## config.mk

```make
export PLATFORM = sky130hd
export DESIGN_NAME = face_detect_sdiv_29s_16ns_13_seq
export DESIGN_NICKNAME = d
export VERILOG_FILES = /design/src/rtl/face_detect_div_pkg.sv /design/src/rtl/face_detect_udiv_step.sv /design/src/rtl/face_detect_sdiv_29s_16ns_13_seq.sv
export SDC_FILE = /design/constraint.sdc
export NUM_CORES = 1
export LEC_CHECK = 0
export ABC_AREA = 1
export ABC_CLOCK_PERIOD_IN_PS = 3000
export CORE_ASPECT_RATIO = 0.7
export CORE_MARGIN = 2
export CORE_UTILIZATION = 35
export DETAILED_ROUTE_END_ITERATION = 6
export GPL_TIMING_DRIVEN = 0
export SYNTH_ARGS = -nofsm -noshare
export SYNTH_HDL_FRONTEND = slang
export SYNTH_SLANG_ARGS = --single-unit
```

## constraint.sdc

```tcl
create_clock -name clk -period 3 [get_ports clk]
set_clock_uncertainty 0.1 [all_clocks]
set_input_delay 0.45 -clock clk [delete_from_list [all_inputs] [get_ports clk]]
set_output_delay 0.45 -clock clk [all_outputs]
set_load 0.02 [all_outputs]
```

## src/rtl/face_detect_div_pkg.sv

```systemverilog
// Shared widths, limits and FSM encoding for the face-detect sequential signed divider.
package face_detect_div_pkg;
  localparam int DIVIDEND_W = 29;
  localparam int DIVISOR_W  = 16;
  localparam int QUOT_W     = 13;
  localparam int REM_W      = DIVISOR_W + 1;
  localparam int MAG_W      = DIVIDEND_W;
  localparam int STEPS      = 28;
  localparam int CNT_W      = 5;

  localparam logic [QUOT_W-1:0] Q_MAX = 13'h0FFF;  // +4095
  localparam logic [QUOT_W-1:0] Q_MIN = 13'h1000;  // -4096

  typedef enum logic [1:0] {IDLE, CALC, FIX, DONE} state_e;
endpackage

```

## src/rtl/face_detect_udiv_step.sv

```systemverilog
// One restoring shift-subtract step on unsigned magnitudes.
module face_detect_udiv_step
  import face_detect_div_pkg::*;
(
  input  logic [REM_W-1:0]     rem_in,
  input  logic                 bit_in,
  input  logic [DIVISOR_W-1:0] divisor,
  output logic [REM_W-1:0]     rem_out,
  output logic                 q_bit
);
  logic [REM_W:0] trial;
  logic [REM_W:0] dvs_ext;
  logic [REM_W:0] diff;

  always_comb begin
    trial   = {rem_in, bit_in};
    dvs_ext = {{(REM_W + 1 - DIVISOR_W){1'b0}}, divisor};
    diff    = trial - dvs_ext;
    q_bit   = (trial >= dvs_ext);
    rem_out = q_bit ? diff[REM_W-1:0] : trial[REM_W-1:0];
  end
endmodule

```

## src/rtl/face_detect_sdiv_29s_16ns_13_seq.sv

```systemverilog
// Iterative 29s / 16u signed divider: one quotient bit per enabled cycle,
// saturated 13-bit signed quotient, remainder carries the dividend's sign.
module face_detect_sdiv_29s_16ns_13_seq
  import face_detect_div_pkg::*;
(
  input  logic                  clk,
  input  logic                  reset,
  input  logic                  ce,
  input  logic                  in_valid,
  output logic                  in_ready,
  input  logic [DIVIDEND_W-1:0] dividend,
  input  logic [DIVISOR_W-1:0]  divisor,
  output logic                  out_valid,
  input  logic                  out_ready,
  output logic [QUOT_W-1:0]     quotient,
  output logic [REM_W-1:0]      remainder,
  output logic                  ovf,
  output logic                  dbz
);
  state_e               state_q, state_d;
  logic [MAG_W-1:0]     mag_q, mag_d;
  logic [REM_W-1:0]     rem_q, rem_d;
  logic [DIVISOR_W-1:0] dvs_q, dvs_d;
  logic [CNT_W-1:0]     cnt_q, cnt_d;
  logic                 neg_q, neg_d, dz_q, dz_d;
  logic [QUOT_W-1:0]    quo_q, quo_d;
  logic [REM_W-1:0]     rout_q, rout_d;
  logic                 ovf_q, ovf_d, dbz_q, dbz_d;
  logic [MAG_W-1:0]     in_mag;
  logic [MAG_W-1:0]     q_lim;
  logic                 top_q;
  logic [REM_W-1:0]     step_rem;
  logic                 step_bit;

  face_detect_udiv_step u_step (
    .rem_in  (rem_q),
    .bit_in  (mag_q[STEPS-1]),
    .divisor (dvs_q),
    .rem_out (step_rem),
    .q_bit   (step_bit)
  );

  // state register
  always_ff @(posedge clk or posedge reset) begin
    if (reset)   state_q <= IDLE;
    else if (ce) state_q <= state_d;
  end

  // next state
  always_comb begin
    state_d = state_q;
    case (state_q)
      IDLE: if (in_valid) state_d = (divisor == '0) ? FIX : CALC;
      CALC: if (cnt_q == CNT_W'(1)) state_d = FIX;
      FIX:  state_d = DONE;
      DONE: if (out_ready) state_d = IDLE;
      default: state_d = IDLE;
    endcase
  end

  // handshake outputs decoded from the state register
  always_comb begin
    in_ready  = (state_q == IDLE);
    out_valid = (state_q == DONE);
  end

  always_comb begin
    mag_d  = mag_q;
    rem_d  = rem_q;
    dvs_d  = dvs_q;
    cnt_d  = cnt_q;
    neg_d  = neg_q;
    dz_d   = dz_q;
    quo_d  = quo_q;
    rout_d = rout_q;
    ovf_d  = ovf_q;
    dbz_d  = dbz_q;
    in_mag = dividend[DIVIDEND_W-1] ? (~dividend + 1'b1) : dividend;
    top_q  = 1'b0;
    q_lim  = neg_q ? MAG_W'(4096) : MAG_W'(4095);
    case (state_q)
      IDLE: if (in_valid) begin
        // Only -2^28 sets magnitude bit 28; fold that bit's step in here so
        // the 28 iterations cover bits 27..0.
        top_q = in_mag[STEPS] && (divisor == DIVISOR_W'(1));
        neg_d = dividend[DIVIDEND_W-1];
        dvs_d = divisor;
        dz_d  = (divisor == '0);
        cnt_d = CNT_W'(STEPS);
        mag_d = {top_q, in_mag[STEPS-1:0]};
        rem_d = {{(REM_W-1){1'b0}}, in_mag[STEPS] & ~top_q};
      end
      CALC: begin
        mag_d = {mag_q[MAG_W-1], mag_q[STEPS-2:0], step_bit};
        rem_d = step_rem;
        cnt_d = cnt_q - 1'b1;
      end
      FIX: begin
        dbz_d = dz_q;
        if (dz_q) begin
          quo_d  = neg_q ? Q_MIN : Q_MAX;
          rout_d = '0;
          ovf_d  = 1'b0;
        end else begin
          ovf_d  = (mag_q > q_lim);
          if (mag_q > q_lim) quo_d = neg_q ? Q_MIN : Q_MAX;
          else               quo_d = neg_q ? (~mag_q[QUOT_W-1:0] + 1'b1) : mag_q[QUOT_W-1:0];
          rout_d = neg_q ? (~rem_q + 1'b1) : rem_q;
        end
      end
      default: ;
    endcase
  end

  always_ff @(posedge clk or posedge reset) begin
    if (reset) begin
      mag_q  <= '0;
      rem_q  <= '0;
      dvs_q  <= '0;
      cnt_q  <= '0;
      neg_q  <= 1'b0;
      dz_q   <= 1'b0;
      quo_q  <= '0;
      rout_q <= '0;
      ovf_q  <= 1'b0;
      dbz_q  <= 1'b0;
    end else if (ce) begin
      mag_q  <= mag_d;
      rem_q  <= rem_d;
      dvs_q  <= dvs_d;
      cnt_q  <= cnt_d;
      neg_q  <= neg_d;
      dz_q   <= dz_d;
      quo_q  <= quo_d;
      rout_q <= rout_d;
      ovf_q  <= ovf_d;
      dbz_q  <= dbz_d;
    end
  end

  assign quotient  = quo_q;
  assign remainder = rout_q;
  assign ovf       = ovf_q;
  assign dbz       = dbz_q;
endmodule

```

; ---- After elaboration in Yosys (flattened, before gate mapping)
; Index checks and enable logic that the tools add are counted.
[classes]
n_addsub = 5
n_lt_le_gt_ge = 2
n_eq_ne = 8
mux = 21
n_bitwise = 6
reduce_logical = 9
[op_table]
columns = operator, count
row1 = two-way mux 17 bit, 4
row2 = two-way mux 13 bit, 5
row3 = two-way mux 29 bit, 2
row4 = case mux 29 bit (2 select lines), 1
row5 = case mux 17 bit (2 select lines), 1
row6 = "adder 29 x 1 -> 29 bit, second input constant", 1
row7 = greater-than comparator 29 x 13 -> 1 bit, 1
row8 = NOT 29 bit, 1
row9 = greater-or-equal comparator 18 x 16 -> 1 bit, 1
row10 = "adder 17 x 1 -> 17 bit, second input constant", 1
row11 = NOT 17 bit, 1
row12 = subtractor 17 x 16 -> 17 bit, 1
row13 = "== test 16 x 1 -> 1 bit, second input constant", 1
row14 = zero test 16 bit, 1
row15 = "adder 13 x 1 -> 13 bit, second input constant", 1
row16 = NOT 13 bit, 1
row17 = case mux 5 bit (2 select lines), 1
row18 = two-way mux 2 bit, 4
row19 = case mux 2 bit (4 select lines), 1
row20 = AND reduction 4 bit, 2
row21 = AND reduction 3 bit, 2
row22 = "== test 5 x 1 -> 1 bit, second input constant", 1
row23 = two-way mux 5 bit, 1
row24 = "subtractor 5 x 1 -> 5 bit, second input constant", 1
row25 = other kinds (11), 14
[word_totals]
reg_bits = 103
input_bits = 50
out_inout_bits = 34
word_cells = 63

; ---- Logic depth before layout (Yosys ltp)
; Gate-level depths: netlist (run 1).
[logic_depth]
word_depth = 8
depth_mapped = 15

; ---- Hierarchy
; From an unflattened synthesis (run 1), not the netlist that was laid out.
[unflattened]
hier_cells = 1168
hier_area_um2 = 7828.8
[by_module_without_submodules]
columns = module, instances, cells_each, area_per_inst_um2
row1 = face_detect_sdiv_29s_16ns_13_seq, 1, 876, 6321.1
row2 = face_detect_udiv_step, 1, 292, 1507.7

; ---- Worst setup path after synthesis (run 1)
; No wires, ideal clock.
[synth_timing]
path_kind = reg2reg
startpoint = register neg_q
endpoint = register quo_q[8], in the netlist quotient[8]
arrival_ps = 2184
required_time_ps = 2782
slack_ps = 598
path_stages_with_launch = 16
path_buffers = 2
path_cell_list = dfrtp_1 inv_1 clkbuf_1 ha_1 nand2_1 inv_1 nand3_1 nor2_1 nand2_1 nand3_1 nand2_1 nand2_1 nand2_1 buf_4 nand3_1 nand2_1
[synth_between]
elab_chain_len = 4
[synth_lines]
columns = item, line_no
row1 = from (decl), face_detect_sdiv_29s_16ns_13_seq.sv:25  ; logic neg_q, neg_d, dz_q, dz_d;
row2 = from (signal assigned), face_detect_sdiv_29s_16ns_13_seq.sv:132  ; neg_q <= neg_d;
row3 = two-way mux 13 bit, "face_detect_sdiv_29s_16ns_13_seq.sv:80, face_detect_sdiv_29s_16ns_13_seq.sv:101, face_detect_sdiv_29s_16ns_13_seq.sv:106"
row4 = greater-than comparator 29 x 13 -> 1 bit, face_detect_sdiv_29s_16ns_13_seq.sv:106  ; if (mag_q > q_lim) quo_d = neg_q ? Q_MIN : Q_MAX;
row5 = two-way mux 13 bit, face_detect_sdiv_29s_16ns_13_seq.sv:106
row6 = two-way mux 13 bit *, face_detect_sdiv_29s_16ns_13_seq.sv:100  ; if (dz_q) begin
row7 = to (signal assigned), face_detect_sdiv_29s_16ns_13_seq.sv:134  ; quo_q <= quo_d;
row8 = to (decl), face_detect_sdiv_29s_16ns_13_seq.sv:26  ; logic [QUOT_W-1:0] quo_q, quo_d;
; Every way passes the cells marked *; elsewhere a longest branch is shown, timed or not.
; A chain may end at the register's enable or synchronous reset.

; ---- Worst setup path after layout (run 1)
[layout_timing]
startpoint = register neg_q
endpoint = register quo_q[11], in the netlist quotient[11]
; The elaborated chain is that of the path after synthesis.

==> results of run 1 <==
==> through the flow <==
step | power, W | utilization (%) | TNS, ns
after floorplan | 0.00654 | - | 0
after global placement | 0.00823 | 41.1 | -0.00886
after detailed placement | 0.00830 | 41.3 | -0.666
after CTS | 0.00973 | 43.0 | 0
after global routing | 0.0107 | 43.1 | 0
final | 0.00975 | 43.1 | 0
==> worst max path at each step <==
stage | to | slack [ns] | cells past startpoint
floorplan | quotient[8] | 0.60 | 15
global placement | quotient[10] | -0.009 | 13
detailed placement | quotient[10] | -0.1 | 14
CTS | quotient[10] | 0.02 | 12
global route | quotient[11] | 0.18 | 12
finish | quotient[11] | 0.46 | 12
==> worst max-delay path: stages, from the launching register on <==
cell	delay [ns]
dfrtp_2	0.56
clkinvlp_4	0.19
ha_1	0.31
nand2_1	0.06
inv_1	0.07
nand3_1	0.09
nor2_1	0.14
nand4_1	0.11
nand2_1	0.25
buf_2	0.26
nand4_1	0.13
nand3_1	0.12
nand2_1	0.05
==> cells by family after synthesis <==
| family | after synthesis | synth area share [%] |
|---|---|---|
| XOR/XNOR | 25 | 3.01 |
| buffers and inverters | 168 | 9.34 |
| adder cells (fa/ha/maj) | 39 | 6.80 |
| AO/OA/AOI/OAI | 185 | 14.3 |
| flip-flops | 103 | 35.4 |
| AND/OR/NAND/NOR | 529 | 31.1 |
==> layout by cell type, fill, tap and decap left out, drive strengths merged, types with 4 or more instances in the layout <==
cell,count
a21oi,43
buf,22
clkbuf,25
clkdlybuf4s50,82
dfrtp,103
ha,38
inv,134
nand2,270
nand3,111
nand3b,4
nand4,15
nor2,106
nor3,14
o211ai,7
o21ai,97
o21bai,13
o22ai,12
or2,5
xnor2,7
xor2,18
==> metal layers <==
| metal | up-vias | global-route usage, % |
|---|---|---|
| met2 | 199 | 26.5 |
| li1 | 3642 | - |
| met1 | 3225 | 33.0 |
| met4 | 0 | 3.50 |
| met5 | - | 0 |
| met3 | 17 | 3.02 |
==> what timing repair did <==
action                     CTS  global route
hold buffers                 0             0
gates resized for setup      0             2
setup buffers                0             3
setup endpoints to repair   12            14
==> sequential cells by signal, summed over array words and instances (netlist names), 2 cells and up <==
name,count
cnt_q,5
dvs_q,16
mag_q,29
quotient,13
rem_q,17
remainder,17
state_q,2
==> power groups by stage <==
stage	combinational (W)	sequential (W)	clock, W
global route	0.00660	0.00266	0.00148
floorplan	0.00390	0.00264	0
global placement	0.00564	0.00258	0
finish	0.00577	0.00258	0.00140
detailed placement	0.00571	0.00259	0
CTS	0.00573	0.00256	0.00143
==> area by class of cell <==
class | instances | area, um2
Fill cell | 2160 | 11700
Multi-Input combinational cell | 778 | 4030
Sequential cell | 103 | 2580
Timing Repair Buffer | 87 | 883
Inverter | 134 | 510
Tap cell | 276 | 345
Clock buffer | 9 | 225
Buffer | 33 | 174
Clock inverter | 7 | 129
==> impl_results.md, run 1 <==
- Critical path class: flip-flop to flip-flop
- Worst vdd ir: approximately 400 uV
- Area grow syn2layout: 21.8%
- Hold Crit Endpoint: quotient[4]
- IO Port Bufs: 82
- Post-synthesis cell count: 1,049
- Initial DRC Count: 507
- Top Layer Used: met4
- Vias per cell: 4.96
- Sequential share of power: 26.4%
- GRT overflow: 0
- Relative slew slack: just under 50%
- Placer congestion estimate: 0.900
- Post-synth top area share: 35.4%
- Worst-Margin Slew: approximately 0.77 ns
- H-Tree Depth: 3
- Largest net degree at the start of global routing: 40
- Nets: around 1,200
- Initial Utilization: 35.4%
- Worst reg2reg startpoint: neg_q
- First-pass GRT wire length: 34,800 um
- Detailed Place HPWL: 16,800 um
- CP arrival: 2.69 ns
- Fin cells: between 1,000 and 1,500
- Synth area leader: dfrtp_1
- CTS Root Cell: clkbuf_16
- Commonest cells post-synth: nand2_1, inv_1, nand3_1, dfrtp_1, nor2_1
- Pint: 0.00506 W
- Clock network fraction of design power: 14.4%
- Setup violators final: 0
- Die W: 176 um
- Final worst slack: 0.458 ns
- Finished Cell Area: between 0.008 and 0.009 mm2
- Drt pass-1 iters: 5
- Flops & latches, synth: roughly 100
- WHS Path Cells: 2
- Clock slew at reported path FFs: 0.08 ns
- Tmin final: 2.54 ns
- Total net switching power: between 0.004 and 0.005 W
- Fmax: 393 MHz
- Hold path start: quotient[4]
- Final Hold Vio Count: 0
- Power per cell area: 1100 mW/mm2
- Die area: 0.0220 mm2
- Site Rows: 44
- CP startpoint kind: flip-flop
- Core Area: 0.0206 mm2
- Fin crit share: 84.7%
- Worst hold margin: about 0.38 ns
- Post-DP Area: about 0.0085 mm2
- CTS tree: yes
- Ys async rst share: 100%
- Routed met2 length: 8000 um
- RSZ-0062 raised after global routing: no
- Metal-1 WL: 11,400 um
- Final slew viol count: 0
- Met3 routed WL: 1290 um
- Synth warn: 0
- Register-to-Register Path Depth: 12
- Cells after DPL: ~1,400
- Pleak: 4.23 nW
- Combinational fraction of design power: between 50% and 60%
- Drt total wl: ~21,000 um
- Main synth FF type: dfrtp_1
- DRC viols: 0
- Max-cap violations: 0
- Syn_nets: 1,138
- Io pins: between 80 and 90
- DR vias: around 7,100
- TritonCTS buffer count: 9
- CTS max path bufs: 2
- Initial antenna violation count: 0
- DR WL/cell: 14.7 um
- Antenna-violating nets left: 0
- Switching portion of total power: between 40% and 50%
- Sink Count: around 100
- Fraction of layout cells with a size suffix above 1: 5.30%
- GR Util All Layers: 19.9%
- Register area share after synthesis: between 30% and 40%
- Avg Cell Area, Syn: 6.94 um2
- HP Class: flip-flop to flip-flop
- Status: completed
- CP required: about 3.1 ns
- Crit end category: flip-flop
- Synth unique cells: 41
- R2r setup slk: 0.46 ns
- RR Endpoint: quotient[11]
- Synth top area cells: dfrtp_1, nand2_1, nand3_1
- EDFF count, synth: 0
- N_diodes: 0
- Dpl ws: -0.0983 ns
- Most common cell in the netlist: nand2_1
- Clk_lat worst skew: 0.35 ns
- Synthesized area: between 0.007 and 0.008 mm2
- Worst-path fanout max: 14
- Chip height: around 120 um
- CP Launch Point: neg_q
- Vias in the first global route: 6,599
No activity file was read; power rests on OpenSTA's default activity.
==> run 2: changes to the inputs <==
Settings changed: ABC_CLOCK_PERIOD_IN_PS 3000 to 2100.
Clock period 3 ns to 2.1 ns, I/O delays scaled along.
==> impl_results.md, run 2 (synthesis gave the netlist of run 1 again) <==
- Status: complete, but fails checks
- Failing checks: negative setup slack
- Die area: 0.0220 mm2 (unchanged)
- Leading cell type in the layout, fill and taps excluded: nand2_1
- DRC viols: 0 (unchanged)
- DR WL/cell: 15.4 um (+5.3%)
- Post-DP Area: 0.00853 mm2 (+0.41%)
- Reg with most FFs: mag_q
- Worst-Margin Slew: 0.717 ns (-0.0521 ns)
- Worst vdd ir: 713 uV (+79%)
- CTS Root Cell: clkbuf_16
- Multi-input gate area: 0.00485 mm2 (+21%)
- Tmin final: 2.18 ns (-0.366 ns)
- Vias in the first global route: 6,696 (+1.5%)
- CP startpoint kind: flip-flop
- Power per cell area: 1670 mW/mm2 (+52%)
- Placer congestion estimate: 0.901 (+0.14%)
- Final Hold Vio Count: 0 (unchanged)
- CP arrival: 2.37 ns (-0.32 ns)
- Final worst slack: -0.0760 ns (-0.534 ns)
- Crit end category: flip-flop
- N_diodes: 0 (unchanged)
- Max-cap violations: 0 (unchanged)
- Dpl ws: -0.430 ns (-0.332 ns)
- DR vias: 7,387 (+4.3%)
- Fin crit share: 104% (+19 points)
- Die W: 176 um (unchanged)
- Final slew viol count: 0 (unchanged)
- RSZ-0062 raised after global routing: yes
- Register-to-Register Path Depth: 11 (-1)
- GRT overflow: 0 (unchanged)
- Area grow syn2layout: 38.0%
- RR Endpoint: quotient[1]
- Relative slew slack: 52.1% (+3.5 points)
- Final design utilization: 48.8% (+5.7 points)
- Fmax: 460 MHz (+17%)
- IO Port Bufs: 82 (unchanged)
- # hold bufs at CTS: 0 (unchanged)
- Finished Cell Area: 0.0101 mm2 (+13%)
- H-Tree Depth: 3 (unchanged)
- Tot Pwr: 0.0167 W (+72%)
- Pleak: 4.53 nW (+7.0%)
- First-pass GRT wire length: 35,500 um (+2.1%)
- Drt pass-1 iters: 6 (+1)
- Initial DRC Count: 557 (+9.9%)
- Antenna-violating nets left: 0 (unchanged)
- FF/Latch Area: 0.00260 mm2 (+0.68%)
- Nets: 1,272 (+3.0%)
- GR Util All Layers: 20.1% (+0.28 points)
- Initial Utilization: 35.4% (unchanged)
- Sink Count: 103 (unchanged)
- Worst reg2reg startpoint: neg_q
- Initial antenna violation count: 0 (unchanged)
- Detailed Place HPWL: 16,700 um (-1.1%)
- TritonCTS buffer count: 9 (unchanged)
- CTS max path bufs: 2 (unchanged)
- Largest net degree at the start of global routing: 40 (unchanged)
- Largest register FFs: 29 (unchanged)
- Setup violators final: 18 (+18)
- CP required: 2.29 ns (-0.85 ns)
- CTS tree: yes
- Worst-path fanout max: 7 (-7)
- Clock slew at reported path FFs: 0.07 ns (about the same)
- Clk_lat worst skew: 0.35 ns (about the same)
- Drt total wl: 22,600 um (+8.0%)
- R2r setup slk: -0.08 ns (-0.53 ns)
- Chip height: 125 um (unchanged)
- Site Rows: 44 (unchanged)
- HP Class: input pin to async pin
- Io pins: 84 (unchanged)
- Fraction of layout cells with a size suffix above 1: 20.8% (+16 points)
- Vias per cell: 5.05 (+1.7%)
- Critical path class: flip-flop to flip-flop
- Core Area: 0.0206 mm2 (unchanged)
- Most frequent cells in the layout: nand2_1, inv_1, nor2_1, dfrtp_1, clkdlybuf4s50_1
- Fillers: 2,064 (-4.4%)
-- run 2: power breakdown --
| group | switching [W] | internal, W | total (W) |
|---|---|---|---|
| combinational | 0.00659 | 0.00480 | 0.0114 |
| sequential | 0.000803 | 0.00292 | 0.00372 |
| clock | 0.000797 | 0.000835 | 0.00163 |
| total | 0.00819 | 0.00855 | 0.0167 |
-- run 2: per-stage QoR --
step	hold WS, ns	setup TNS (ns)	std cells
detailed placement	0.367	-19.56	1409
floorplan	0.336	0	1049
finish	0.326	-0.761	1463
global placement	0.365	-90.67	1407
global route	0.346	-4.11	1463
CTS	0.328	-0.267	1437
-- run 2: layout make-up --
type | instances | area share, %
Clock inverter | 5 | 0.324
Sequential cell | 103 | 25.8
Tap cell | 276 | 3.44
Multi-Input combinational cell | 778 | 48.3
Clock buffer | 10 | 2.38
Inverter | 134 | 5.25
Timing Repair Buffer | 125 | 12.4
Buffer | 32 | 2.13
-- run 2: worst max-delay path by stage --
stage	from	endpoint	slack [ns]	cells after the start
after floorplan	neg_q	quotient[8]	0.01	15
after global placement	reset	neg_q	-0.87	2
after detailed placement	neg_q	quotient[11]	-0.43	13
after CTS	neg_q	quotient[11]	-0.06	10
after global routing	neg_q	quotient[11]	-0.21	13
final	neg_q	quotient[1]	-0.08	11
-- run 2: worst max-delay path: stages (launching register included) --
cell and delay [ns]:
dfrtp_2 0.48, buf_12 0.18, ha_4 0.27, nand4_1 0.15
nor2_2 0.15, nand4_1 0.16, nand2_4 0.15, nand2_2 0.07
nand2_4 0.10, buf_6 0.14, nand3_2 0.08, nand2_2 0.08
-- run 2: routing by layer --
metal  up-vias  GRT usage, %  wire (um)
li1       3715             -          -
met1      3466          32.9      12000
met2       190          27.9       9190
met3        16          2.87       1240
met4         0          2.97        133
met5         -             0          0
-- run 2: timing repair --
item | CTS | global route
setup buffers | 13 | 23
gates resized for setup | 72 | 160
pin swaps | 14 | 42
cloned | 3 | 3
setup endpoints to repair | 81 | 82
==> run 3: changes to the inputs <==
Settings changed: SETUP_SLACK_MARGIN set to 0.4.
==> impl_results.md, run 3 (synthesis gave the netlist of run 1 again) <==
- Status: complete, but fails checks
- Failing checks: negative setup slack
- H-Tree Depth: 3 (unchanged)
- Max incr delay on CP: 0.47 ns (about the same)
- Area grow syn2layout: 62.3%
- Fraction of layout cells with a size suffix above 1: 37.9% (+17 points)
- Final worst slack: -0.0670 ns (+0.00900 ns)
- Drt total wl: 26,100 um (+16%)
- Relative slew slack: 55.4% (+3.4 points)
- Crit-path cells: inv_4 > clkbuf_16 > ha_4 > nand2_2 > inv_2 > nand3_4 > nor2_4 > nand4_1 > nand2_4 > buf_6 > nand4_1 > nand3_2 > nand2_1
- HP Class: input pin to async pin
- Setup violators final: 18 (unchanged)
- CTS tree: yes
- WP buf/inv: 4 (+2)
- Clock slew at reported path FFs: 0.07 ns (about the same)
- Site Rows: 44 (unchanged)
- CTS Root Cell: clkbuf_16
- Fillers: 1,789 (-13%)
- Max-cap violations: 0 (unchanged)
- Placer congestion estimate: 0.915 (+1.5%)
- Vias per cell: 5.23 (+3.6%)
- Final Hold Vio Count: 0 (unchanged)
- Nets: 1,358 (+6.8%)
- Worst path slowest cell: dfrtp_2
- CP startpoint kind: flip-flop
- # hold bufs at CTS: 0 (unchanged)
- Vias in the first global route: 7,437 (+11%)
- Finished Cell Area: 0.0118 mm2 (+18%)
- Core Area: 0.0206 mm2 (unchanged)
- CP top delay family: simple AND/OR/NAND/NOR gates
- Pleak: 5.42 nW (+20%)
- Initial Utilization: 35.4% (unchanged)
- Post-DP Area: 0.00867 mm2 (+1.6%)
- Worst-Margin Slew: 0.667 ns (-0.0502 ns)
- DR WL/cell: 16.9 um (+9.3%)
- DR vias: 8,099 (+9.6%)
- Worst-path fanout max: 5 (-2)
- Reg with most FFs: mag_q
- CP required: 2.24 ns (-0.05 ns)
- Final slew viol count: 0 (unchanged)
- CP arrival: 2.31 ns (-0.06 ns)
- Initial DRC Count: 627 (+13%)
- TritonCTS buffer count: 9 (unchanged)
- Tot Pwr: 0.0200 W (+19%)
- IO Port Bufs: 82 (unchanged)
- CTS max path bufs: 2 (unchanged)
- Multi-input gate area: 0.00554 mm2 (+14%)
- Die area: 0.0220 mm2 (unchanged)
- GR Util All Layers: 22.2% (+2.1 points)
- Most frequent cells in the layout: nand2_1, inv_1, dfrtp_1, nor2_1, buf_4
- Antenna-violating nets left: 0 (unchanged)
- DRC viols: 0 (unchanged)
- Tmin final: 2.17 ns (-0.00900 ns)
- RSZ-0062 raised after global routing: yes
- Chip height: 125 um (unchanged)
- Dpl ws: -0.434 ns (-0.00439 ns)
- Drt pass-1 iters: 5 (-1)
- Fin crit share: 103% (-0.43 points)
- FF/Latch Area: 0.00260 mm2 (unchanged)
- Worst vdd ir: 936 uV (+31%)
- Io pins: 84 (unchanged)
- Die W: 176 um (unchanged)
- Crit end category: flip-flop
- GRT overflow: 0 (unchanged)
- First-pass GRT wire length: 39,100 um (+10%)
- Largest net degree at the start of global routing: 44 (+10%)
- Sink Count: 103 (unchanged)
- Fmax: 461 MHz (+0.42%)
- Fin Setup TNS: -0.475 ns (+0.286 ns)
- Initial antenna violation count: 0 (unchanged)
- Leading cell type in the layout, fill and taps excluded: nand2_1
- Detailed Place HPWL: 16,800 um (+1.1%)
- N_diodes: 0 (unchanged)
- Clk_lat worst skew: 0.35 ns (about the same)
- Largest register FFs: 29 (unchanged)
- Power per cell area: 1690 mW/mm2 (+1.4%)
- Critical path class: flip-flop to flip-flop
- Crit-path most repeated cell: nand4_1
==> run 3: cell types whose count changed in the layout (fill, tap and decap cells not counted), moves of 23 or more <==
cell and change:
buf_4 +43, buf_6 +32, clkdlybuf4s50_1 -42, dlygate4sd2_1 +38
inv_1 -23, nand2_1 -36, nand2_2 +23, o21ai_0 -49
o21ai_1 +25, o21ai_2 +24
==> run 3: cell type report <==
class / instances / area share (%)
Multi-Input combinational cell: 778 / 46.9
Sequential cell: 103 / 22.0
Timing Repair Buffer: 209 / 17.5
Inverter: 134 / 4.69
Buffer: 34 / 3.25
Tap cell: 276 / 2.92
Clock buffer: 9 / 1.90
Clock inverter: 5 / 0.899
==> run 3: where the power goes <==
part / switching [W] / internal [W] / leakage (nW)
clock: 0.000803 / 0.00116 / 0.158
combinational: 0.00794 / 0.00633 / 4.00
sequential: 0.000824 / 0.00292 / 1.26
==> run 3: worst reg2reg max path, delay by kind of cell (launching register included) <==
kind | cells | cell delay (ns)
AND/OR/NAND/NOR | 8 | 0.82
flip-flops | 1 | 0.47
buffers and inverters | 4 | 0.41
adder cells (fa/ha/maj) | 1 | 0.26
==> run 3: metal layers <==
metal  routed length, um  GRT usage [%]  share of wire (%)
met4                 347           2.87                1.3
met5                   0              0                  0
met2               11300           32.2                 43
met3                1700           3.69                6.5
met1               12800           35.1                 49
==> run 3: worst paths after layout <==
check / slack, ns / cells after the start / from / endpoint
max reg2reg: -0.07 / 13 / neg_q / quotient[10]
min in group clk: 0.36 / 4 / dividend[12] / mag_q[12]
max: -0.07 / 13 / neg_q / quotient[10]
min: 0.29 / 2 / reset / state_q[0]
min reg2reg: 0.36 / 2 / quotient[3] / quotient[3]
max in group asynchronous: 0.69 / 4 / reset / rem_q[5]
==> run 3: stage by stage <==
stage / std cells / hold WS, ns / util [%]
after floorplan: 1049 / 0.336 / -
after global placement: 1407 / 0.361 / 41.9
after detailed placement: 1409 / 0.365 / 42.1
after CTS: 1513 / 0.312 / 52.6
after global routing: 1548 / 0.355 / 57.4
final: 1548 / 0.292 / 57.4
==> run 3: repair_timing <==
item	CTS	global route
setup endpoints to repair	135	103
cloned	13	0
pin swaps	91	85
gates resized for setup	357	196
setup buffers	77	35
